## src/rtl/jump_lut_pkg.sv

```systemverilog
// ---------------------------------------------------------------------------
// jump_lut_pkg
//
// Shared definitions for the jump-target lookup table loader:
//   - DEFAULT_D / DEFAULT_N : default jump-target width and table depth
//   - BYTE_W / PAIR_W       : byte-split helper constants for assembling an
//                             entry from a LO byte followed by a HI byte
//   - lut_state_e           : loader FSM state encoding
//   - joinBytes()           : concatenates HI and LO bytes into a 16-bit pair
//
// Optional feature macro: JUMP_LUT_CHECKSUM_EN (adds the CHK state).
// ---------------------------------------------------------------------------
package jump_lut_pkg;

   localparam int DEFAULT_D = 12;
   localparam int DEFAULT_N = 32;

   localparam int BYTE_W = 8;
   localparam int PAIR_W = 2 * BYTE_W;

   // CHK only exists when the trailing checksum byte is part of the stream.
   typedef enum logic [2:0] {
      ST_IDLE = 3'd0,
      ST_LO   = 3'd1,
      ST_HI   = 3'd2,
`ifdef JUMP_LUT_CHECKSUM_EN
      ST_CHK  = 3'd3,
`endif
      ST_DONE = 3'd4
   } lut_state_e;

   // Entries arrive little-endian: LO byte first, then HI byte. The caller
   // truncates the returned pair to the target width, which drops the HI
   // byte's unused upper bits.
   function automatic logic [PAIR_W-1:0] joinBytes(input logic [BYTE_W-1:0] hiByte,
                                                    input logic [BYTE_W-1:0] loByte);
      return {hiByte, loByte};
   endfunction

endpackage

```

## src/rtl/jump_lut_regfile.sv

```systemverilog
// ---------------------------------------------------------------------------
// jump_lut_regfile
//
// N x D storage for jump targets. One synchronous write port, one
// combinational read port, asynchronous clear of every entry to 0.
//
// Ports:
//   clk        : clock, writes on rising edge
//   reset      : asynchronous active-high clear of all entries
//   we_i       : write enable
//   wr_addr_i  : write index
//   wr_data_i  : write data
//   rd_addr_i  : read index
//   rd_data_o  : entry at rd_addr_i (old value during a same-cycle write)
// ---------------------------------------------------------------------------
module jump_lut_regfile
   import jump_lut_pkg::*;
#(
   parameter  int D  = DEFAULT_D,
   parameter  int N  = DEFAULT_N,
   localparam int AW = $clog2(N)
) (
   input  logic          clk,
   input  logic          reset,
   input  logic          we_i,
   input  logic [AW-1:0] wr_addr_i,
   input  logic [D-1:0]  wr_data_i,
   input  logic [AW-1:0] rd_addr_i,
   output logic [D-1:0]  rd_data_o
);

   logic [D-1:0] mem_q [N];

   // Clearing to 0 makes every unloaded entry a "hold PC" jump.
   always_ff @(posedge clk or posedge reset) begin
      if (reset) begin
         for (int i = 0; i < N; i++) begin
            mem_q[i] <= '0;
         end
      end else if (we_i) begin
         mem_q[wr_addr_i] <= wr_data_i;
      end
   end

   // The read port bypasses nothing, so a read of the entry being written
   // shows the old value until the write edge has passed.
   assign rd_data_o = mem_q[rd_addr_i];

endmodule

```

## src/rtl/jump_lut_loader.sv

```systemverilog
// ---------------------------------------------------------------------------
// jump_lut_loader
//
// Loads an N-entry table of D-bit two's-complement jump offsets from a
// byte stream (LO byte then HI byte per entry) and serves combinational
// lookups from it at any time.
//
// Optional feature macro: JUMP_LUT_CHECKSUM_EN
//   When defined, a final byte is expected after the 2N data bytes and is
//   compared against the XOR of all data bytes; a mismatch sets err.
//   When undefined, err is tied to 0 and the load ends after 2N bytes.
//
// Ports:
//   clk        : clock
//   reset      : asynchronous active-high reset
//   start      : one-cycle pulse, begins a load (ignored while busy)
//   in_valid   : in_data carries a byte
//   in_data    : load byte stream
//   in_ready   : block accepts in_data this cycle
//   rd_addr    : lookup index
//   rd_target  : table entry at rd_addr
//   busy       : load in progress (same as in_ready)
//   done       : last load completed, held until next start
//   err        : last load failed its checksum
// ---------------------------------------------------------------------------
module jump_lut_loader
   import jump_lut_pkg::*;
#(
   parameter  int D  = DEFAULT_D,
   parameter  int N  = DEFAULT_N,
   localparam int AW = $clog2(N)
) (
   input  logic          clk,
   input  logic          reset,
   input  logic          start,
   input  logic          in_valid,
   input  logic [7:0]    in_data,
   output logic          in_ready,
   input  logic [AW-1:0] rd_addr,
   output logic [D-1:0]  rd_target,
   output logic          busy,
   output logic          done,
   output logic          err
);

   localparam logic [AW-1:0] LAST_IDX = AW'(N - 1);

   lut_state_e    state_q, state_d;
   logic [AW-1:0] idx_q, idx_d;
   logic [7:0]    loByte_q, loByte_d;
   logic          accept;
   logic          wrEn;
   logic [D-1:0]  wrData;

`ifdef JUMP_LUT_CHECKSUM_EN
   logic [7:0]    csum_q, csum_d;
   logic          err_q, err_d;
`endif

   // The block can take a byte in every state that is still waiting for
   // part of the stream; busy is the same condition seen from outside.
`ifdef JUMP_LUT_CHECKSUM_EN
   assign in_ready = (state_q == ST_LO) || (state_q == ST_HI) || (state_q == ST_CHK);
`else
   assign in_ready = (state_q == ST_LO) || (state_q == ST_HI);
`endif
   assign busy   = in_ready;
   assign done   = (state_q == ST_DONE);
   assign accept = in_valid && in_ready;

`ifdef JUMP_LUT_CHECKSUM_EN
   assign err = err_q;
`else
   assign err = 1'b0;
`endif

   // HI byte bits above the target width are dropped by the truncating cast.
   assign wrData = D'(joinBytes(in_data, loByte_q));

   // Next-state logic: walk LO/HI pairs across the table, then optionally
   // check the trailing XOR byte. start is only honoured when not loading.
   always_comb begin
      state_d  = state_q;
      idx_d    = idx_q;
      loByte_d = loByte_q;
      wrEn     = 1'b0;
`ifdef JUMP_LUT_CHECKSUM_EN
      csum_d   = csum_q;
      err_d    = err_q;
`endif

      case (state_q)
         ST_IDLE, ST_DONE: begin
            if (start) begin
               state_d = ST_LO;
               idx_d   = '0;
`ifdef JUMP_LUT_CHECKSUM_EN
               csum_d  = '0;
               err_d   = 1'b0;
`endif
            end
         end

         ST_LO: begin
            if (accept) begin
               loByte_d = in_data;
               state_d  = ST_HI;
`ifdef JUMP_LUT_CHECKSUM_EN
               csum_d   = csum_q ^ in_data;
`endif
            end
         end

         ST_HI: begin
            if (accept) begin
               wrEn = 1'b1;
`ifdef JUMP_LUT_CHECKSUM_EN
               csum_d = csum_q ^ in_data;
`endif
               if (idx_q == LAST_IDX) begin
`ifdef JUMP_LUT_CHECKSUM_EN
                  state_d = ST_CHK;
`else
                  state_d = ST_DONE;
`endif
               end else begin
                  idx_d   = idx_q + 1'b1;
                  state_d = ST_LO;
               end
            end
         end

`ifdef JUMP_LUT_CHECKSUM_EN
         ST_CHK: begin
            if (accept) begin
               err_d   = (in_data != csum_q);
               state_d = ST_DONE;
            end
         end
`endif

         default: begin
            state_d = ST_IDLE;
         end
      endcase
   end

   // State registers; reset abandons any load in flight.
   always_ff @(posedge clk or posedge reset) begin
      if (reset) begin
         state_q  <= ST_IDLE;
         idx_q    <= '0;
         loByte_q <= '0;
`ifdef JUMP_LUT_CHECKSUM_EN
         csum_q   <= '0;
         err_q    <= 1'b0;
`endif
      end else begin
         state_q  <= state_d;
         idx_q    <= idx_d;
         loByte_q <= loByte_d;
`ifdef JUMP_LUT_CHECKSUM_EN
         csum_q   <= csum_d;
         err_q    <= err_d;
`endif
      end
   end

   jump_lut_regfile #(
      .D (D),
      .N (N)
   ) uRegfile (
      .clk       (clk),
      .reset     (reset),
      .we_i      (wrEn),
      .wr_addr_i (idx_q),
      .wr_data_i (wrData),
      .rd_addr_i (rd_addr),
      .rd_data_o (rd_target)
   );

endmodule

```

## config.mk

```make
export PLATFORM = sky130hd
export DESIGN_NAME = jump_lut_loader
export DESIGN_NICKNAME = d
export VERILOG_FILES = /design/src/rtl/jump_lut_pkg.sv /design/src/rtl/jump_lut_regfile.sv /design/src/rtl/jump_lut_loader.sv
export SDC_FILE = /design/constraint.sdc
export NUM_CORES = 1
export LEC_CHECK = 0
export ABC_AREA = 0
export CORE_MARGIN = 2
export CORE_UTILIZATION = 67
export DETAILED_ROUTE_END_ITERATION = 12
export PLACE_DENSITY = 0.9
export SYNTH_ARGS = -nofsm -noshare
export SYNTH_HDL_FRONTEND = slang
export SYNTH_SLANG_ARGS = --single-unit
```

## constraint.sdc

```tcl
create_clock -name clk -period 21.2 [get_ports clk]
set_input_delay 3.18 -clock clk [delete_from_list [all_inputs] [get_ports clk]]
set_output_delay 3.18 -clock clk [all_outputs]
set_load 0.05 [all_outputs]
```

; Word level (Yosys, flattened, before mapping)
; Index checks and enable logic that the tools add are counted.
[totals]
regBits = 400
inputBits = 17
output_inout_bits = 16
elab_cells = 75
[classes]
n_addsub = 1
order_cmp = 3
n_eq_ne = 8
muxes = 17
n_bitwise = 2
n_reduce_logical = 9
[ops]
columns = op, count
row1 = bitwise mux 384 bit, 1
row2 = binary-select mux 12 bit (select 5 bit), 1
row3 = demux 12 bit (select 5 bit), 1
row4 = 2-to-1 mux 12 bit, 3
row5 = 2-to-1 mux 5 bit, 3
row6 = >= comparator 6 bit (second input constant), 2
row7 = 2-to-1 mux 3 bit, 4
row8 = NOT 5 -> 6 bit, 2
row9 = one-hot mux 5 bit (2 select lines), 1
row10 = one-hot mux 3 bit (3 select lines), 1
row11 = != test 2 bit (second input constant), 4
row12 = less-than comparator 6 x 1 -> 1 bit (second input constant), 1
row13 = adder 5 x 1 -> 5 bit (second input constant), 1
row14 = == test 5 bit (second input constant), 1
row15 = AND reduction 4 bit, 1
row16 = == test 3 x 1 -> 1 bit (second input constant), 1
row17 = == test 3 x 2 -> 1 bit (second input constant), 1
row18 = == test 3 bit (second input constant), 1
row19 = zero test 3 bit, 1
row20 = AND reduction 3 bit, 1
row21 = logical AND 1 bit, 2
row22 = 2-to-1 mux 1 bit, 2
row23 = AND reduction 2 bit, 1
row24 = nonzero test 2 bit, 1
row25 = other kinds (2), 2

; Longest topological paths before layout
; Gate-level depths: netlist (run 1).
[logic_depth]
word_depth = 6
depth_mapped = 9
depth_no_buf = 9

; Modules after synthesis
; From an unflattened synthesis (run 1), not the netlist that was laid out.
[unflattened]
cells_unflattened = 1385
area_unflattened_um2 = 18855.6
[by_module_without_submodules]
columns = module, instances, cells_each, area_each_um2, seq_area_each_um2
row1 = jump_lut_regfile, 1, 1312, 18014.8, 9609.2
row2 = jump_lut_loader, 1, 73, 840.8, 400.4

; Least setup slack after synthesis (run 1)
; Ideal clock, no wire load.
[synth_timing]
path_type = input-to-output
startpoint = in rd_addr[1]
endpoint = out rd_target[10]
t_arrival_ps = 4768
t_required_ps = 18020
setup_slack_ps = 13252
cell_stages = 8
path_buffers = 4
path_cell_list = clkbuf_1 > buf_4 > buf_2 > buf_2 > mux2i_1 > nand2_1 > a31oi_1 > nand3_1
[synth_via]
elab_chain_cells = 4
[synth_rtl]
columns = item, line
row1 = from (decl), jump_lut_loader.sv:39  ; input logic [AW-1:0] rd_addr,
row2 = NOT 5 -> 6 bit (implied by the code), jump_lut_regfile.sv:47  ; assign rd_data_o = mem_q[rd_addr_i];
row3 = binary-select mux 12 bit (select 5 bit), jump_lut_regfile.sv:47
row4 = 2-to-1 mux 12 bit (implied by the code) (2 in series), jump_lut_regfile.sv:47
row5 = to (decl), jump_lut_loader.sv:40  ; output logic [D-1:0] rd_target,
; Every way passes these cells. The select of a mux whose other input is x is not followed.

; Worst setup path after layout (run 1)
[layout_timing]
startpoint = in rd_addr[1]
endpoint = out rd_target[0]
; Same word-level chain as after synthesis.

==> reports/results.ini, run 1 <==
[die]
row_count=61
core-area_um2=27710
die_area_um2=29390
dieHeight_um=171.4
ios=33
start_util=0.6780
die_w_um=171.4

[pwr]
power_switching_share=0.2746
power.switching_uw=507.9
power_density_nw_per_um2=90.92
p_leak_uw=0.01037
pwr-share-comb=0.114
p_seq_frac=0.494
intPower_uw=1342
clockPowerShare=0.392
peakVddDrop_v=0.00008272
power.total_uw=1850

[detailed_routing]
drt-total-wl_mm=42.61
drc_errors=0
drt_iter0_markers=1004
ant_nets=0
vias_per_cell=6.552
vias=11430
post_drt_wl_per_cell_um=24.42
drt-pass1-iter-count=7

[logic_synthesis]
syn_inst=1378
synth_top_area_share=0.5328
syn_area_per_cell_um2=13.63
syn_area_um2=18790
ys_async_sr_fraction=1.000
synth_top_cell_by_area=dfrtp_1
yosysUniqueCellTypes=41
yosysSeqAreaShare=0.5328
yosys-top-cells-area=dfrtp_1 53%, mux2_2 23%, mux2i_1 10%
synthFlopType=dfrtp_1
synth_edf_count=0
synth.most_common_cell=dfrtp_1
synth_fp_nets=1400
yosysWarnings=0
yosys-top-cells-count=400 x dfrtp_1, 380 x mux2_2, 192 x mux2i_1
ys_seq_elements=400

[clocking]
ctsResizeCount=0
tritoncts=done
post_cts_buffers=0
clock_tree.root_cell=clkbuf_16
cts_made_buffers=41
clk_path_buf_depth=3
ctsHoldBuffers=0
clkTransAtPathRegs_ns=0.05
cts_sinks=400
h-tree-depth=2
insertion_delay_ns=0.53

[setup_path]
path_class=in2out
critPathLaunchType=primary input
arrival_ns=7.45
critPathMostFrequentCell=buf_4
end_kind=primary output
cp_data_required_time_ns=18.02
worstPathMaxFanout=67
crit_path_top_delay_cell=buf_4
cp_cell_sequence=buf_8 > buf_4 > buf_4 > mux2i_1 > a22oi_1 > a31oi_1 > nand3_1 > clkdlybuf4s50_1
max_stage_delay_ns=0.99

[finish]
fillers=1707
fin_nets=1359
area_delta_synth_final_pct=8.292
antenna_cells=0
drive_above_1_share=0.3606

[min_path]
hp-class=reg2reg

[timing]
tightest_slew_ns=1.272
rsz0062_at_grt=false
max_freq_mhz=94.03
setup_tns_ns=0
postLayoutSetupSlackWorst_ns=10.57
period_minus_slack_ns=10.63
drv_slew=0
setup_viol=0
relSlewSlack=0.1490
fin_crit_sh=0.5016
finalClockSkew_ns=0.02243
hold_violations=0

[place]
place_congestion=0.7987
io_buffers=31
dpl.hpwl_mm=23.74
dp_worst_setup_slack_ns=10.68

[global_route]
grt-ovfl-total=0
gr-usage-all-layers=0.2963
grt_pass1_wl_mm=66.70
grt_max_degree=167
grt_pass1_vias=11980
antenna_found_initial=0

[outcome]
status=finished clean

[run]
max_cap_violations=0

## cells in the final DEF, fill, tap and decap left out, types with 3 or more instances in the layout
cell             instances
dfrtp_1                400
mux2_2                 380
mux2i_1                192
a22oi_1                 48
clkbuf_16               43
nand2_1                 30
clkdlybuf4s50_1         30
nand2_2                 27
a21oi_1                 27
a22o_1                  26
nand3_1                 25
mux2_1                  14
nor3_1                  13
a31oi_1                 12
nand4_1                 12
clkbuf_8                11
clkbuf_1                10
buf_4                    7
nor2_1                   6
clkinv_2                 6
ha_1                     5
nand2b_1                 4
nor3b_2                  3
and2_1                   3
inv_1                    3
## worst max-delay path, delay by kind of cell
kind	cells	cell delay [ns]
mux	1	0.29
compound gates	2	0.52
buf+inv	4	3.13
simple gates	1	0.16
## registers in the layout, indices dropped and copies added (netlist names)
signal / flops
loByte_q: 8
idx_q: 5
uRegfile.mem_q: 384
state_q: 3
## metal layers
metal  share of wire  up-vias  GRT usage
met4           0.029        0     0.1061
met1            0.42     6039     0.4002
met3           0.062       84    0.05246
met5               0        -          0
li1                -     4925          -
met2            0.49      386     0.4861
## power groups by stage
stage          Combinational [uW]  Clock, uW  Sequential [uW]
5_1_grt                       229        764              926
2_1_floorplan                 211          0              853
4_1_cts                       212        732              912
3_3_place_gp                  204          0              916
3_5_place_dp                  211          0              923
6_report                      211        724              914
## stage by stage
| step | cell area (um^2) | hold WS [ns] | util | instances |
|---|---|---|---|---|
| floorplan | 18790 | 0.4635 | - | 1378 |
| CTS | 20340 | 0.5010 | 0.7343 | 1745 |
| finish | 20340 | 0.4986 | 0.7343 | 1745 |
| global route | 20340 | 0.5104 | 0.7343 | 1745 |
| global placement | 18980 | 0.4729 | 0.6850 | 1672 |
| detailed placement | 18980 | 0.4846 | 0.6850 | 1672 |
## layout make-up
class | count | area (um^2) | area share
timing repair buffer | 39 | 387.9 | 0.01907
clock buffer | 64 | 1265 | 0.06218
inverter | 4 | 22.52 | 0.001107
clock inverter | 9 | 98.84 | 0.004859
tap | 378 | 473.0 | 0.02325
multi-input combinational | 851 | 8087 | 0.3975
sequential | 400 | 10010 | 0.4920
## final timing paths
path                       cells after the start                         endpoint  slack (ns)                       startpoint
min reg2reg                                    1  uRegfile.mem_q[191]$_DFFE_PP0P_        0.50  uRegfile.mem_q[191]$_DFFE_PP0P_
max                                            8                     rd_target[0]       10.57                       rd_addr[1]
min in group asynchronous                      2  uRegfile.mem_q[335]$_DFFE_PP0P_        3.26                            reset
max in group asynchronous                      3   uRegfile.mem_q[77]$_DFFE_PP0P_       16.16                            reset
min                                            1  uRegfile.mem_q[191]$_DFFE_PP0P_        0.50  uRegfile.mem_q[191]$_DFFE_PP0P_
max reg2reg                                    4    uRegfile.mem_q[7]$_DFFE_PP0P_       18.77           state_q[2]$_DFFE_PP0P_
## kinds of logic after synthesis
logic type | Yosys count | share of synthesized area
compound gates | 116 | 0.04356
simple gates | 142 | 0.04316
mux | 586 | 0.3385
other cells | 1 | 0.0001996
fa+ha+maj | 5 | 0.003330
buf+inv | 127 | 0.03796
xor+xnor | 1 | 0.0004663
flops | 400 | 0.5328
No activity file was read; power rests on OpenSTA's default activity.
==> run 2, diff against run 1 <==
- CORE_UTILIZATION: 67 -> 57
- PLACE_DENSITY: 0.9 -> 0.82
- clock period: 21.2 -> 8.8 ns (I/O delays scaled with it)
==> run 2 against run 1 <==
Against the previous run:
- die area is 17% higher
- via count is 1.4% lower
- power is 140% higher
- critical path depth stayed put
- worst setup slack worse by 7.6 ns
- critical path type unchanged
- highest routed layer unchanged
==> reports/results.ini, run 2 (same netlist as run 1, synthesis figures left out) <==
[setup_path]
crit_family=buffers and inverters  ; unchanged
path_class=in2out  ; unchanged
crit_path_top_delay_cell=clkdlybuf4s50_1  ; was buf_4
cp_cell_sequence=buf_8 > buf_4 > mux2i_1 > a22o_1 > nor3_1 > a31oi_1 > nand3_1 > clkdlybuf4s50_1  ; was buf_8 > buf_4 > buf_4 > mux2i_1 > a22oi_1 > a31oi_1 > nand3_1 > clkdlybuf4s50_1
critPathBufInv=3  ; was 4
arrival_ns=4.53  ; was 7.45 ns
worstPathMaxFanout=95  ; was 67
max_stage_delay_ns=0.82  ; was 0.99 ns
critPathLaunchType=primary input  ; unchanged
cp_data_required_time_ns=7.48  ; was 18.02 ns
end_kind=primary output  ; unchanged

[clocking]
clk_path_buf_depth=3  ; unchanged
h-tree-depth=2  ; unchanged
clkTransAtPathRegs_ns=0.06  ; was 0.05 ns
ctsHoldBuffers=0  ; unchanged
cts_sinks=400  ; unchanged
clock_tree.root_cell=clkbuf_16  ; unchanged
cts_made_buffers=40  ; was 41
ctsResizeCount=0  ; unchanged
insertion_delay_ns=0.52  ; was 0.53 ns
post_cts_buffers=0  ; unchanged
tritoncts=done  ; unchanged

[finish]
fillers=2463  ; was 1707
mostFrequentLayoutCell=dfrtp_1  ; unchanged
largest-register=uRegfile.mem_q  ; unchanged
antenna_cells=0  ; unchanged
multi_input_area_um2=8087  ; unchanged
largest_reg_flops=384  ; unchanged
reg_top3=uRegfile.mem_q x384, loByte_q x8, idx_q x5  ; unchanged
area_delta_synth_final_pct=8.579  ; was 8.292%
regArea_um2=10010  ; unchanged
fin_nets=1361  ; was 1359
drive_above_1_share=0.3633  ; was 0.3606
most-common-layout-cells=400 x dfrtp_1, 380 x mux2_2, 192 x mux2i_1  ; unchanged
final_cells=1810  ; was 1745

[timing]
finalClockSkew_ns=0.006514  ; was 0.02243 ns
period_minus_slack_ns=5.854
hold_violations=0  ; unchanged
tightest_slew_ns=1.320  ; was 1.272 ns
drv_slew=0  ; unchanged
relSlewSlack=0.1171  ; was 0.1490
setup_viol=0  ; unchanged
rsz0062_at_grt=false  ; unchanged
fin_crit_sh=0.6652
max_freq_mhz=170.8
setup_tns_ns=0  ; unchanged
whs_ns=0.4927  ; was 0.4986 ns

[detailed_routing]
ant_nets=0  ; unchanged
drt_iter0_markers=1003  ; was 1004
vias_per_cell=6.227  ; was 6.552
drc_errors=0  ; unchanged
post_drt_wl_per_cell_um=23.28  ; was 24.42 um
drt-total-wl_mm=42.13  ; was 42.61 mm
vias=11270  ; was 11430
drt-pass1-iter-count=5  ; was 7

[die]
die_area_um2=34430  ; was 29390 um^2
dieHeight_um=185.5  ; was 171.4 um
start_util=0.5774  ; was 0.6780
row_count=66  ; was 61
ios=33  ; unchanged
core-area_um2=32540  ; was 27710 um^2
die_w_um=185.5  ; was 171.4 um

[place]
dpl.hpwl_mm=24.73  ; was 23.74 mm
placedCellCount=1739  ; was 1672
place_congestion=0.7704  ; was 0.7987
io_buffers=31  ; unchanged

[global_route]
grt_max_degree=185  ; was 167
grt_pass1_wl_mm=66.59  ; was 66.70 mm
grt-ovfl-total=0  ; unchanged
antenna_found_initial=0  ; unchanged
grt_pass1_vias=11670  ; was 11980
gr-usage-all-layers=0.2528  ; was 0.2963

[pwr]
power_density_nw_per_um2=215.6  ; was 90.92 nW/um^2
p_leak_uw=0.01036  ; was 0.01037 uW
peakVddDrop_v=0.0001750  ; was 0.00008272 V
power.total_uw=4397  ; was 1850 uW

[outcome]
status=finished clean  ; unchanged

[min_path]
hp-class=reg2reg  ; unchanged

[run]
max_cap_violations=0  ; unchanged

## run 2: final timing paths
path | from | to | slack [ns] | depth (start not counted)
max | rd_addr[1] | rd_target[11] | 2.95 | 8
min | uRegfile.mem_q[190]$_DFFE_PP0P_ | uRegfile.mem_q[190]$_DFFE_PP0P_ | 0.49 | 1
max reg2reg | state_q[2]$_DFFE_PP0P_ | uRegfile.mem_q[180]$_DFFE_PP0P_ | 6.47 | 5
min reg2reg | uRegfile.mem_q[190]$_DFFE_PP0P_ | uRegfile.mem_q[190]$_DFFE_PP0P_ | 0.49 | 1
max in group asynchronous | reset | uRegfile.mem_q[143]$_DFFE_PP0P_ | 5.88 | 4
min in group asynchronous | reset | uRegfile.mem_q[112]$_DFFE_PP0P_ | 1.39 | 3
## run 2: per-layer routing
| metal | GRT usage | wire length (um) | vias to the layer above | part of all wire |
|---|---|---|---|---|
| li1 | - | - | 4923 | - |
| met1 | 0.3445 | 18270 | 5946 | 0.43 |
| met2 | 0.4133 | 20380 | 305 | 0.48 |
| met3 | 0.04676 | 2270 | 97 | 0.054 |
| met4 | 0.07969 | 1212 | 0 | 0.029 |
| met5 | 0 | 0 | - | 0 |
## run 2: area by class of cell
cell class | instances | area share
repair buffers | 42 | 0.02073
multi-input cells | 851 | 0.3965
clock inverters | 10 | 0.003681
inverters | 4 | 0.0009201
well taps | 442 | 0.02711
clock buffers | 61 | 0.06036
flip-flops and latches | 400 | 0.4907
## run 2: where the power goes
part / total (uW) / leakage (uW) / internal [uW] / switching [uW]
combinational: 513 / 0.00418 / 231 / 282
clock: 1680 / 0.000656 / 991 / 686
sequential: 2210 / 0.00553 / 1960 / 250
## run 2: stage by stage
step / utilization / cell area, um^2 / setup slack, ns
after floorplan: - / 18790 / 2.094
after global placement: 0.5868 / 19090 / 2.997
after detailed placement: 0.5868 / 19090 / 2.960
after CTS: 0.6269 / 20400 / 2.956
after global routing: 0.6269 / 20400 / 2.857
final: 0.6269 / 20400 / 2.946
==> run 3, diff against run 2 <==
- clock period: 8.8 -> 5.14 ns (I/O delays scaled with it)
==> run 3 against run 2 <==
Against the previous run:
- sequential cell count unchanged
- first-iteration DRC count decreased by 15%
- cell count increased by 0.44%
- clock skew increased by 0.0062 ns
- register-to-register slack got worse by 3.8 ns
- die area unchanged
- critical path depth decreased by 1
- critical path type unchanged
- critical endpoint is now rd_target[1]
==> reports/results.ini, run 3 (same netlist as run 1, synthesis figures left out) <==
[place]
dpl.hpwl_mm=25.76  ; was 24.73 mm
place_congestion=0.8503  ; was 0.7704
dp_worst_setup_slack_ns=0.5936  ; was 2.960 ns
post_dp_cell_area_um2=19200  ; was 19090 um^2
placedCellCount=1745  ; was 1739
io_buffers=31  ; unchanged

[setup_path]
critPathMostFrequentCell=clkdlybuf4s50_1
cp_data_required_time_ns=4.37  ; was 7.48 ns
worstPathMaxFanout=34  ; was 95
critPathLaunchType=primary input  ; unchanged
end_kind=primary output  ; unchanged
crit_path_top_delay_cell=and2_2  ; was clkdlybuf4s50_1
path_class=in2out  ; unchanged
cp_cell_sequence=clkdlybuf4s50_1 > and2_2 > buf_4 > a21oi_1 > a31oi_1 > nand3_1 > clkdlybuf4s50_1  ; was buf_8 > buf_4 > mux2i_1 > a22o_1 > nor3_1 > a31oi_1 > nand3_1 > clkdlybuf4s50_1
arrival_ns=3.81  ; was 4.53 ns
max_stage_delay_ns=0.78  ; was 0.82 ns

[finish]
reg_top3=uRegfile.mem_q x384, loByte_q x8, idx_q x5  ; unchanged
drive_above_1_share=0.3622  ; was 0.3633
fin_nets=1368  ; was 1361
area_delta_synth_final_pct=9.152  ; was 8.579%
fin_util=0.6302  ; was 0.6269
final_cells=1818  ; was 1810
largest-register=uRegfile.mem_q  ; unchanged
fin_area_um2=20500  ; was 20400 um^2
fillers=2449  ; was 2463
largest_reg_flops=384  ; unchanged
mostFrequentLayoutCell=dfrtp_1  ; unchanged
most-common-layout-cells=400 x dfrtp_1, 380 x mux2_2, 192 x mux2i_1  ; unchanged

[clocking]
h-tree-depth=2  ; unchanged
clkTransAtPathRegs_ns=0.06  ; about the same
insertion_delay_ns=0.54  ; was 0.52 ns
clk_path_buf_depth=3  ; unchanged
post_cts_buffers=0  ; unchanged
ctsResizeCount=0  ; unchanged
cts_sinks=400  ; unchanged
tritoncts=done  ; unchanged
ctsHoldBuffers=0  ; unchanged
cts_made_buffers=41  ; was 40
clock_tree.root_cell=clkbuf_16  ; unchanged

[timing]
max_freq_mhz=218.5
finalClockSkew_ns=0.01272  ; was 0.006514 ns
whs_ns=0.4903  ; was 0.4927 ns
hold_violations=0  ; unchanged
period_minus_slack_ns=4.576
tightest_slew_ns=1.271  ; was 1.320 ns
drv_slew=0  ; unchanged
fin_crit_sh=0.8903
postLayoutSetupSlackWorst_ns=0.5637  ; was 2.946 ns
setup_viol=0  ; unchanged
rsz0062_at_grt=false  ; unchanged
relSlewSlack=0.1503  ; was 0.1171

[detailed_routing]
ant_nets=0  ; unchanged
drt-total-wl_mm=41.47  ; was 42.13 mm
vias_per_cell=6.196  ; was 6.227
drc_errors=0  ; unchanged
drt-pass1-iter-count=7  ; was 5
vias=11260  ; was 11270
post_drt_wl_per_cell_um=22.81  ; was 23.28 um
drt_iter0_markers=852  ; was 1003

[die]
die_w_um=185.5  ; unchanged
dieHeight_um=185.5  ; unchanged
start_util=0.5774  ; unchanged
row_count=66  ; unchanged
ios=33  ; unchanged
core-area_um2=32540  ; unchanged
die_area_um2=34430  ; unchanged

[global_route]
grt_pass1_wl_mm=66.44  ; was 66.59 mm
grt_pass1_vias=11750  ; was 11670
antenna_found_initial=0  ; unchanged
gr-usage-all-layers=0.2506  ; was 0.2528
grt-ovfl-total=0  ; unchanged
grt_max_degree=118  ; was 185

[pwr]
peakVddDrop_v=0.0003594  ; was 0.0001750 V
power_density_nw_per_um2=367.6  ; was 215.6 nW/um^2
p_leak_uw=0.01040  ; was 0.01036 uW

[run]
max_cap_violations=0  ; unchanged

[outcome]
status=finished clean  ; unchanged

[min_path]
hp-class=reg2reg  ; unchanged

[run 3: cell count changes in the layout (fill, tap and decap cells not counted)]
cell | before | now
buf_12 | 2 | 7
buf_4 | 9 | 10
clkbuf_1 | 7 | 13
clkbuf_16 | 41 | 43
clkbuf_8 | 13 | 8
clkinv_2 | 9 | 6
diode_2 | 0 | 1
inv_6 | 0 | 1
[run 3: layer usage]
metal / track usage / share of wire / wire length, um
met5: 0 / 0 / 0
met4: 0.07213 / 0.021 / 871
met3: 0.04794 / 0.047 / 1944
met2: 0.4075 / 0.49 / 20150
met1: 0.3455 / 0.45 / 18500
[run 3: report_power, final]
part	switching (uW)	total, uW	leakage [uW]	internal (uW)
sequential	418	3770	0.00553	3350
clock	1190	2890	0.000645	1700
combinational	481	883	0.00423	402
total	2090	7540	0.0104	5450
[run 3: critical path, delay by kind of cell]
family | cells | cell delay (ns)
simple gates | 2 | 0.93
buf+inv | 3 | 1.71
compound gates | 2 | 0.37
[run 3: per-stage QoR]
step,total power (uW),TNS [ns]
global route,7847,0
CTS,7604,0
finish,7538,0
global placement,4659,0
detailed placement,4710,0
floorplan,4392,-406.71
[run 3: layout make-up]
type | count | area (um^2) | area share
sequential | 400 | 10010 | 0.4882
multi-input combinational | 851 | 8087 | 0.3944
clock buffer | 64 | 1235 | 0.06023
tap | 442 | 553.0 | 0.02697
timing repair buffer | 48 | 530.5 | 0.02587
clock inverter | 8 | 68.82 | 0.003356
inverter | 4 | 18.77 | 0.0009153
antenna | 1 | 2.502 | 0.0001220
[run 3: path summary, 6_finish.rpt]
check                      slack (ns)                              end  depth (start not counted)                            start
min in group asynchronous        0.79  uRegfile.mem_q[379]$_DFFE_PP0P_                          2                            reset
setup / recovery                 0.56                     rd_target[1]                          7                       rd_addr[0]
max in group asynchronous        3.17  uRegfile.mem_q[259]$_DFFE_PP0P_                          3                            reset
hold / removal                   0.49  uRegfile.mem_q[252]$_DFFE_PP0P_                          1  uRegfile.mem_q[252]$_DFFE_PP0P_
setup reg to reg                 2.71  uRegfile.mem_q[280]$_DFFE_PP0P_                          5           state_q[2]$_DFFE_PP0P_
hold reg to reg                  0.49  uRegfile.mem_q[252]$_DFFE_PP0P_                          1  uRegfile.mem_q[252]$_DFFE_PP0P_
